==> src/rtl/xgpon_burst_framer.sv <==
// XG-PON upstream burst framer on the AXI-Stream Ethernet path.
// Wraps each frame in preamble, delimiter and optional trailer, then holds a guard gap.
module xgpon_burst_framer #(
    parameter int          DATA_W         = 32,
    parameter int          PREAMBLE_WORDS = 3,
    parameter logic [31:0] PREAMBLE_PAT   = 32'h05560556,
    parameter logic [31:0] DELIM_PAT      = 32'hB2C50FA1,
    parameter bit          TRAILER_EN     = 1'b1,
    parameter logic [31:0] TRAILER_PAT    = 32'hAAAAAAAA,
    parameter int          GAP_CYCLES     = 4
) (
    input  logic                  axis_clk,
    input  logic                  axis_resetn,
    input  logic [DATA_W-1:0]     s_axis_tdata,
    input  logic [DATA_W/8-1:0]   s_axis_tkeep,
    input  logic                  s_axis_tvalid,
    input  logic                  s_axis_tlast,
    input  logic                  s_axis_tuser,
    output logic                  s_axis_tready,
    output logic [DATA_W-1:0]     m_axis_tdata,
    output logic [DATA_W/8-1:0]   m_axis_tkeep,
    output logic                  m_axis_tvalid,
    output logic                  m_axis_tlast,
    output logic                  m_axis_tuser,
    input  logic                  m_axis_tready,
    output logic [31:0]           frame_count
);

    localparam int LANES = DATA_W / 32;
    localparam logic [DATA_W-1:0] PRE_D = {LANES{PREAMBLE_PAT}};
    localparam logic [DATA_W-1:0] DLM_D = {LANES{DELIM_PAT}};
    localparam logic [DATA_W-1:0] TRL_D = {LANES{TRAILER_PAT}};
    localparam logic [7:0] PW_LAST = 8'(PREAMBLE_WORDS - 1);
    localparam logic [7:0] GAP_N   = 8'(GAP_CYCLES);

    typedef enum logic [2:0] {
        S_IDLE,
        S_PREAMBLE,
        S_DELIM,
        S_PAYLOAD,
        S_TRAILER,
        S_GAP
    } state_t;

    state_t     state;
    logic [7:0] beat_cnt;
    logic [7:0] gap_cnt;
    logic       load;

    assign load          = !m_axis_tvalid || m_axis_tready;
    assign s_axis_tready = (state == S_PAYLOAD) && load;

    always_ff @(posedge axis_clk or negedge axis_resetn) begin
        if (!axis_resetn) begin
            state         <= S_IDLE;
            beat_cnt      <= 8'd0;
            gap_cnt       <= 8'd0;
            m_axis_tdata  <= '0;
            m_axis_tkeep  <= '0;
            m_axis_tvalid <= 1'b0;
            m_axis_tlast  <= 1'b0;
            m_axis_tuser  <= 1'b0;
            frame_count   <= 32'd0;
        end else begin
            if (m_axis_tvalid && m_axis_tready && m_axis_tlast)
                frame_count <= frame_count + 32'd1;

            unique case (state)
                S_IDLE: begin
                    if (load) begin
                        m_axis_tvalid <= s_axis_tvalid;
                        m_axis_tlast  <= 1'b0;
                        m_axis_tuser  <= 1'b0;
                        if (s_axis_tvalid) begin
                            m_axis_tdata <= PRE_D;
                            m_axis_tkeep <= '1;
                            beat_cnt     <= 8'd1;
                            state        <= (PW_LAST == 8'd0) ? S_DELIM
                                                              : S_PREAMBLE;
                        end
                    end
                end

                S_PREAMBLE: begin
                    if (load) begin
                        m_axis_tvalid <= 1'b1;
                        m_axis_tdata  <= PRE_D;
                        m_axis_tkeep  <= '1;
                        m_axis_tlast  <= 1'b0;
                        m_axis_tuser  <= 1'b0;
                        beat_cnt      <= beat_cnt + 8'd1;
                        if (beat_cnt == PW_LAST)
                            state <= S_DELIM;
                    end
                end

                S_DELIM: begin
                    if (load) begin
                        m_axis_tvalid <= 1'b1;
                        m_axis_tdata  <= DLM_D;
                        m_axis_tkeep  <= '1;
                        m_axis_tlast  <= 1'b0;
                        m_axis_tuser  <= 1'b0;
                        beat_cnt      <= 8'd0;
                        state         <= S_PAYLOAD;
                    end
                end

                S_PAYLOAD: begin
                    if (load) begin
                        m_axis_tvalid <= s_axis_tvalid;
                        if (s_axis_tvalid) begin
                            m_axis_tdata <= s_axis_tdata;
                            m_axis_tkeep <= s_axis_tkeep;
                            m_axis_tuser <= s_axis_tuser;
                            m_axis_tlast <= !TRAILER_EN && s_axis_tlast;
                            if (s_axis_tlast) begin
                                gap_cnt <= 8'd0;
                                state   <= TRAILER_EN ? S_TRAILER : S_GAP;
                            end
                        end
                    end
                end

                S_TRAILER: begin
                    if (load) begin
                        m_axis_tvalid <= 1'b1;
                        m_axis_tdata  <= TRL_D;
                        m_axis_tkeep  <= '1;
                        m_axis_tlast  <= 1'b1;
                        m_axis_tuser  <= 1'b0;
                        gap_cnt       <= 8'd0;
                        state         <= S_GAP;
                    end
                end

                S_GAP: begin
                    // load here means the tlast beat has left or is leaving now
                    if (load) begin
                        m_axis_tvalid <= 1'b0;
                        m_axis_tlast  <= 1'b0;
                        if (gap_cnt == GAP_N) begin
                            gap_cnt <= 8'd0;
                            state   <= S_IDLE;
                        end else begin
                            gap_cnt <= gap_cnt + 8'd1;
                        end
                    end
                end

                default: state <= S_IDLE;
            endcase
        end
    end

endmodule

==> config.mk <==
export PLATFORM = sky130hd
export DESIGN_NAME = xgpon_burst_framer
export DESIGN_NICKNAME = d
export VERILOG_FILES = /design/src/rtl/xgpon_burst_framer.sv
export SDC_FILE = /design/constraint.sdc
export NUM_CORES = 1
export LEC_CHECK = 0
export CORE_ASPECT_RATIO = 1.2
export CORE_MARGIN = 10
export CORE_UTILIZATION = 53
export DETAILED_ROUTE_END_ITERATION = 8
export GPL_ROUTABILITY_DRIVEN = 0
export PLACE_DENSITY = 0.93
export SYNTH_ARGS = -nofsm -noshare
export SYNTH_HDL_FRONTEND = slang
export SYNTH_SLANG_ARGS = --single-unit
==> constraint.sdc <==
create_clock -name axis_clk -period 4.7 [get_ports axis_clk]
set_input_delay 0.94 -clock axis_clk [delete_from_list [all_inputs] [get_ports axis_clk]]
set_output_delay 0.94 -clock axis_clk [all_outputs]
set_load 0.02 [all_outputs]
After elaboration in Yosys (flattened, before gate mapping)

Cells that the tools add are included.

Add/subtract/negate cells: 3
Mux-type cells: 47
Reduce and logical (&&, ||, !) cells: 25
Equal/unequal tests: 22

Operators by type and width:

| kind                                                                   | number |
|---|---|
| 32-bit two-way mux                                                     | 7 |
| 32-bit case mux with 5 select lines                                    | 1 |
| 8-bit two-way mux                                                      | 9 |
| 8-bit case mux with 3 select lines                                     | 2 |
| 3-bit two-way mux                                                      | 11 |
| 32-bit by 1-bit adder with 32-bit output (second input constant)       | 1 |
| 2-bit != test (second input constant)                                  | 11 |
| 4-bit two-way mux                                                      | 5 |
| 3-bit case mux with 6 select lines                                     | 1 |
| 8-bit by 1-bit adder with 8-bit output (second input constant)         | 2 |
| 3-bit nonzero test                                                     | 5 |
| 4-bit case mux with 3 select lines                                     | 1 |
| 6-bit AND reduction                                                    | 2 |
| 11-bit AND reduction                                                   | 1 |
| 5-bit AND reduction                                                    | 2 |
| 8-bit by 2-bit equality test with 1-bit output (second input constant) | 1 |
| 8-bit by 3-bit equality test with 1-bit output (second input constant) | 1 |
| 2-bit by 1-bit != test with 1-bit output (second input constant)       | 4 |
| 4-bit AND reduction                                                    | 2 |
| 8-bit AND reduction                                                    | 1 |
| 4-bit OR reduction                                                     | 2 |
| 1-bit two-way mux                                                      | 7 |
| 3-bit by 2-bit equality test with 1-bit output (second input constant) | 2 |
| 3-bit equality test (second input constant)                            | 2 |
| 11 further kinds                                                       | 14 |

Flip-flop bits (word level): 90
Logic and storage cells: 106
Input bits: 42
Output and inout port bits: 72

Depth between registers and ports, before layout

Gate-level depths: netlist of run 1.

Depth in word-level cells: 4
Gate-level depth with buffers: 6
Depth with buffers taken out: 6

Least setup slack after synthesis of run 1

No wires, ideal clock.

Path type: input to output
Start point: in m_axis_tready
End point: out s_axis_tready
Stages on the path: 3
Arrival: 1483 ps
Required time: 3760 ps
Buffers on the path: 1
Slack: 2277 ps
Path through: nor2b_1 -> buf_2 -> nor2_1

Word-level cells in the longest chain between the ends: 2

Ends and longest elaborated chain:

| what               | RTL line | source |
|---|---|---|
| start: declaration | 25       | `input logic m_axis_tready,` |
| 1-bit logical OR   | 50       | `assign load = !m_axis_tvalid \|\| m_axis_tready;` |
| 1-bit logical AND  | 51       | `assign s_axis_tready = (state == S_PAYLOAD) && load;` |
| end: declaration   | 19       | `output logic s_axis_tready,` |

Every way passes these cells.

Final worst setup path of run 1

Ends and elaborated chain as after synthesis.

==> results of run 1 <==
## sequential cells by signal (all words and copies together), names as in the netlist
signal / count
gap_cnt: 8
m_axis_tuser: 1
beat_cnt: 8
m_axis_tvalid: 1
m_axis_tlast: 1
m_axis_tdata: 32
frame_count: 32
state: 3
m_axis_tkeep: 4
## cell type report
type	instances	area share
flip-flops and latches	90	0.381
multi-input cells	300	0.347
repair buffers	115	0.193
well taps	117	0.0247
clock buffers	10	0.0216
inverters	28	0.0178
clock inverters	6	0.0152
## stage by stage
step / instances / setup slack [ns] / util / cell area [um^2]
after floorplan: 444 / 2.28 / - / 4560
after global placement: 650 / 1.19 / 0.673 / 5700
after detailed placement: 650 / 1.17 / 0.673 / 5700
after CTS: 666 / 1.14 / 0.699 / 5920
after global routing: 666 / 1.06 / 0.699 / 5920
final: 666 / 1.14 / 0.699 / 5920
## per-layer routing
layer	GRT usage	part of all wire	vias up
met5	0	0	-
met4	0.0911	0.032	0
met3	0.0618	0.083	30
met2	0.318	0.49	152
met1	0.207	0.39	1847
li1	-	-	1772
## cell usage in the layout, fill, tap and decap left out, types with 6 or more instances in the layout
cell type	instances
clkdlybuf4s50_1	112
dfrtp_1	90
inv_1	28
nor2_1	26
a21oi_1	26
nand2_1	24
nand3_1	18
mux2i_1	18
xor2_1	17
o21ai_0	17
xnor2_1	14
nor4_1	12
nor3_1	12
nand4_1	10
mux2_2	9
a21o_1	9
clkbuf_8	9
and3_1	8
nor2b_1	7
and4_1	6
a22o_1	6
## Yosys cell counts (all sizes together), types with 2 or more instances
master  instances  area [um^2]
and2            5         31.3
o21ai          17         85.1
nand2b          5         31.3
buf            19          123
a21oi          28          155
xor2           17          149
nand4          11         75.1
and3            8         50.1
nand3b          2         15.0
o21a            2         15.0
a22o            6         52.6
nor4b           2         32.5
a211oi          5         37.5
o31ai           7         72.6
nor4           13         87.6
a21o            9         67.6
mux2            9          101
or2             3         18.8
xnor2          14          123
a31oi           3         18.8
inv            28          105
and4            6         52.6
clkbuf          7         26.3
o22a            4         35.0
mux2i          18          180
or3             2         12.5
a31o            2         17.5
a41oi           3         26.3
ha              5         62.6
dfrtp          90         2250
nand2          24         90.1
nor2b           7         43.8
nor2           26         97.6
nand3          18         90.1
nor3           12         60.1
## report_power, final
| part | leakage [nW] | internal [W] | total [W] | switching [W] |
|---|---|---|---|---|
| Sequential | 1.15 | 0.000967 | 0.00116 | 0.000194 |
| Clock | 0.107 | 0.000302 | 0.000582 | 0.000280 |
| Combinational | 1.35 | 0.000668 | 0.00147 | 0.000798 |
| Total | 2.61 | 0.00194 | 0.00321 | 0.00127 |
## worst max-delay path, stage by stage
cell,delay [ns]
clkdlybuf4s50_1,0.56
nor2b_1,0.08
buf_4,0.20
nor2_1,0.18
clkdlybuf4s50_1,0.65
## logic make-up after synthesis
group,after synthesis,share of synthesized area
flops,90,0.494
buf+inv,54,0.0557
mux,27,0.0617
xor+xnor,31,0.0595
compound gates,91,0.138
fa+ha+maj,5,0.0137
simple gates,146,0.178
## how the worst min path moves through the flow
stage                           startpoint                           to  slack [ns]  cells after the start
2_1_floorplan      beat_cnt[7]$_DFFE_PN0P_      beat_cnt[7]$_DFFE_PN0P_        0.46                      1
3_3_place_gp   frame_count[31]$_DFFE_PN0P_  frame_count[31]$_DFFE_PN0P_        0.46                      1
3_5_place_dp   frame_count[31]$_DFFE_PN0P_  frame_count[31]$_DFFE_PN0P_        0.46                      1
4_1_cts        frame_count[31]$_DFFE_PN0P_  frame_count[31]$_DFFE_PN0P_        0.47                      1
5_1_grt        frame_count[22]$_DFFE_PN0P_  frame_count[22]$_DFFE_PN0P_        0.52                      1
6_report       frame_count[31]$_DFFE_PN0P_  frame_count[31]$_DFFE_PN0P_        0.47                      1
==> results.yml, run 1 <==
job:
  cap_violations: 0
synthesis:
  synth_ff_type: "dfrtp_1"
  synth-seq-area-share: 0.494
  synth_edf_count: 0
  syn_inst: 444
  ys_types: 53
  syn_area_um2: 4560
  synth_nets: 491
  async_reset_ff_frac: 1.00
  ys_ff_latch: 90
  yosysWarnings: 0
  syn-mean-instance-area_um2: 10.3
min_path:
  hold_class: "flip-flop to flip-flop"
grt:
  grt_pass1_wl_um: 19700
  antenna_found_initial: 0
  grt_pass1_vias: 4052
  grt_remaining_overflow: 0
  track_usage: 0.186
  grt_max_degree: 91
setup_path:
  end_kind: "primary output"
  rr_worst_depth: 4
  critPathMaxFanout: 19
  required_ns: 3.76
  regToRegStartpoint: "state[1]$_DFFE_PN0P_"
  r2r-end: "m_axis_tdata[22]$_DFFE_PN0P_"
  worstSetupStartpoint: "m_axis_tready"
  crit_type: "primary input to primary output"
  start_kind: "primary input"
  cp.arrival_ns: 2.62
  cp-endpoint: "s_axis_tready"
  ff2ff_setup_slack_ns: 1.97
placed_design:
  port_buffers: 113
  dpl.hpwl_um: 8730
floorplanning:
  start_util: 0.538
  die_x_um: 105
  rows: 37
  core_um2: 8470
  ios: 114
  dieHeight_um: 122
  die_area_um2: 12700
sta:
  finalHoldViolations: 0
  rsz0062_at_grt: "false"
  slew_headroom: 0.207
  tightest_slew_ns: 1.19
  setup_viol: 0
  drv_slew: 0
  post-route-min-period_ns: 3.56
  tns_ns: 0
  hold_ws_ns: 0.469
  finClkSkew_ns: 0.0111
  fin_crit_sh: 0.758
  timing.fmax_ghz: 0.281
route:
  avgViaCountPerCell: 5.71
  ant_nets: 0
  wl_per_cell_um: 17.9
  drc: 0
  dr.first_iter.drc_count: 254
  wirelength_um: 11900
  via_count: 3801
  dr.pass1.iters: 5
clock_tree:
  holdBufCountCts: 0
  clk_pin_slew_ns: 0.08
  cts_resized: 0
  clk_latency_ns: 0.36
  clockRootBuffer: "clkbuf_8"
  clock_path_buffers: 2
  htree_num_levels: 3
  cts_setup_buffers: 0
  cts.sinks: 90
  cts_tree: "built"
  numCtsBuffers: 9
cells_and_area:
  nFillCells: 585
  insertedDiodeCount: 0
  nets: 591
  post_route_cells_drive_above_1_share: 0.0729
  regArea_um2: 2250
  areaGrowthSynthToFinish_pct: 29.8
  multi_input_area_um2: 2050
outcome:
  outcome: "completed"
power_and_ir_drop:
  p_per_area_nw_per_um2: 542
  ir_drop_v: 0.000430
  total_power_w: 0.00321
  leakage_nw: 2.61
(Power assumes the default switching activity.)
==> inputs of run 2 (changes only) <==
--- a/config.mk
+++ b/config.mk
@@ -7,10 +7,10 @@
 export LEC_CHECK = 0
 export CORE_ASPECT_RATIO = 1.2
 export CORE_MARGIN = 10
-export CORE_UTILIZATION = 53
+export CORE_UTILIZATION = 45
 export DETAILED_ROUTE_END_ITERATION = 8
 export GPL_ROUTABILITY_DRIVEN = 0
-export PLACE_DENSITY = 0.93
+export PLACE_DENSITY = 0.85
 export SYNTH_ARGS = -nofsm -noshare
 export SYNTH_HDL_FRONTEND = slang
 export SYNTH_SLANG_ARGS = --single-unit
==> constraint.sdc (replaced) <==
create_clock -name axis_clk -period 3.1 [get_ports axis_clk]
set_input_delay 0.62 -clock axis_clk [delete_from_list [all_inputs] [get_ports axis_clk]]
set_output_delay 0.62 -clock axis_clk [all_outputs]
set_load 0.02 [all_outputs]
==> run 2 against run 1 <==
Net effect:
- worst setup slack worse by 0.84 ns
- combinational power up 59%
- clock power up 79%
- sequential power up 48%
- first-iteration DRC count down 18%
- clock skew down 0.0032 ns
- largest cell class unchanged
- die area up 15%
- via count down 0.24%
- count of clock-buffer cells in the layout up 1
- final cell count up 2.4%
==> results.yml, run 2 (synthesis gave the netlist of run 1 again) <==
power_and_ir_drop:
  leakage_nw: 2.67
  p_per_area_nw_per_um2: 840
  ir_drop_v: 0.000578
grt:
  grt_use_met2: 0.272
  antenna_found_initial: 0
  grt_pass1_wl_um: 19800
  track_usage: 0.164
  grt_pass1_vias: 3959
  grt_max_degree: 37
  grt_remaining_overflow: 0
  use_met1: 0.181
  gr-max-usage-layer: "met2"
  grtUsageMet3: 0.0661
floorplanning:
  dieHeight_um: 130
  core_um2: 9960
  die_area_um2: 14600
  rows: 40
  die_x_um: 112
  start_util: 0.458
  ios: 114
setup_path:
  cp.arrival_ns: 2.19
  end_kind: "primary output"
  critPathMaxFanout: 18
  required_ns: 2.48
  crit_type: "flip-flop to primary output"
  rr_worst_depth: 4
  start_kind: "flip-flop"
route:
  dr.pass1.iters: 5
  wl_per_cell_um: 17.6
  avgViaCountPerCell: 5.56
  wirelength_um: 12000
  ant_nets: 0
  via_count: 3792
  drc: 0
  dr.first_iter.drc_count: 208
sta:
  rsz0062_at_grt: "false"
  hold_ws_ns: 0.228
  tightest_slew_ns: 0.864
  timing.fmax_ghz: 0.356
  finClkSkew_ns: 0.00786
  finalHoldViolations: 0
  post-route-min-period_ns: 2.81
  tns_ns: 0
  setup_viol: 0
  fin_crit_sh: 0.905
  slew_headroom: 0.422
  drv_slew: 0
clock_tree:
  clk_pin_slew_ns: 0.07
  numCtsBuffers: 9
  cts_resized: 0
  cts_tree: "built"
  clock_path_buffers: 2
  clockRootBuffer: "clkbuf_16"
  holdBufCountCts: 0
  cts.sinks: 90
  clk_latency_ns: 0.35
  cts_setup_buffers: 0
  htree_num_levels: 3
placed_design:
  dpl.hpwl_um: 9030
  port_buffers: 113
cells_and_area:
  final_common_cell: "clkdlybuf4s50_1"
  areaGrowthSynthToFinish_pct: 32.9
  insertedDiodeCount: 0
  nets: 598
  reg_top3: "frame_count: 32 flops, m_axis_tdata: 32 flops"
  post_route_cells_drive_above_1_share: 0.0845
  nFillCells: 809
  final_cell_mix: "clkdlybuf4s50_1, dfrtp_1, inv_1"
outcome:
  outcome: "completed"
min_path:
  hold_class: "primary input to asynchronous set/reset pin"
job:
  cap_violations: 0
[run 2: cell count changes in the layout (fill, tap and decap cells not counted)]
cell       previous run  this run
clkbuf_8              9         1
buf_4                 3         9
clkbuf_16             0         9
clkinv_4              1         2
bufinv_16             2         0
buf_12                0         1
[run 2: where the power goes]
group	leakage, nW	internal [W]	switching [W]
Combinational	1.39	0.00107	0.00126
Sequential	1.15	0.00147	0.000249
Clock	0.136	0.000570	0.000469
Total	2.67	0.00311	0.00198
[run 2: area by class of cell]
cell class / instances / area, um^2 / share of cell area
clock buffers: 11 / 243 / 0.0401
flip-flops and latches: 90 / 2250 / 0.372
well taps: 126 / 158 / 0.0260
repair buffers: 122 / 1210 / 0.200
multi-input cells: 300 / 2050 / 0.339
clock inverters: 5 / 38.8 / 0.00640
inverters: 28 / 105 / 0.0173
[run 2: critical path: stages, from the launching register on]
cell	delay, ns
dfrtp_1	0.65
nand3b_1	0.29
nor2_1	0.24
clkdlybuf4s50_1	0.66
[run 2: path summary, 6_finish.rpt]
check / slack, ns / to / from
worst max-delay path: 0.29 / s_axis_tready / state[1]$_DFFE_PN0P_
worst min-delay path: 0.23 / frame_count[24]$_DFFE_PN0P_ / axis_resetn
worst max register to register: 0.63 / m_axis_tdata[8]$_DFFE_PN0P_ / state[1]$_DFFE_PN0P_
worst min register to register: 0.48 / frame_count[31]$_DFFE_PN0P_ / frame_count[31]$_DFFE_PN0P_
min in group axis_clk: 0.48 / frame_count[31]$_DFFE_PN0P_ / frame_count[31]$_DFFE_PN0P_
max in group asynchronous: 2.12 / frame_count[8]$_DFFE_PN0P_ / axis_resetn
[run 2: per-layer routing]
metal  part of all wire  wire length, um
met1               0.41             4900
met2               0.49             5840
met3              0.074              888
met4              0.030              359
met5                  0                0
[run 2: per-stage QoR]
step | utilization | area (um^2) | cells | power (W) | worst slack, ns
final | 0.608 | 6060 | 682 | 0.00509 | 0.293
after global routing | 0.608 | 6060 | 682 | 0.00540 | 0.113
after CTS | 0.608 | 6060 | 682 | 0.00512 | 0.288
after detailed placement | 0.580 | 5780 | 666 | 0.00407 | 0.356
after global placement | 0.580 | 5780 | 666 | 0.00397 | 0.350
after floorplan | - | 4560 | 444 | 0.00317 | 1.26
==> inputs of run 3 (changes only) <==
--- a/config.mk
+++ b/config.mk
@@ -11,6 +11,8 @@
 export DETAILED_ROUTE_END_ITERATION = 8
 export GPL_ROUTABILITY_DRIVEN = 0
 export PLACE_DENSITY = 0.85
+export SLEW_MARGIN = 0
 export SYNTH_ARGS = -nofsm -noshare
 export SYNTH_HDL_FRONTEND = slang
 export SYNTH_SLANG_ARGS = --single-unit
+export TNS_END_PERCENT = 100
==> results of run 3 <==
The final DEF is identical to that of run 2; final timing and power are the same.
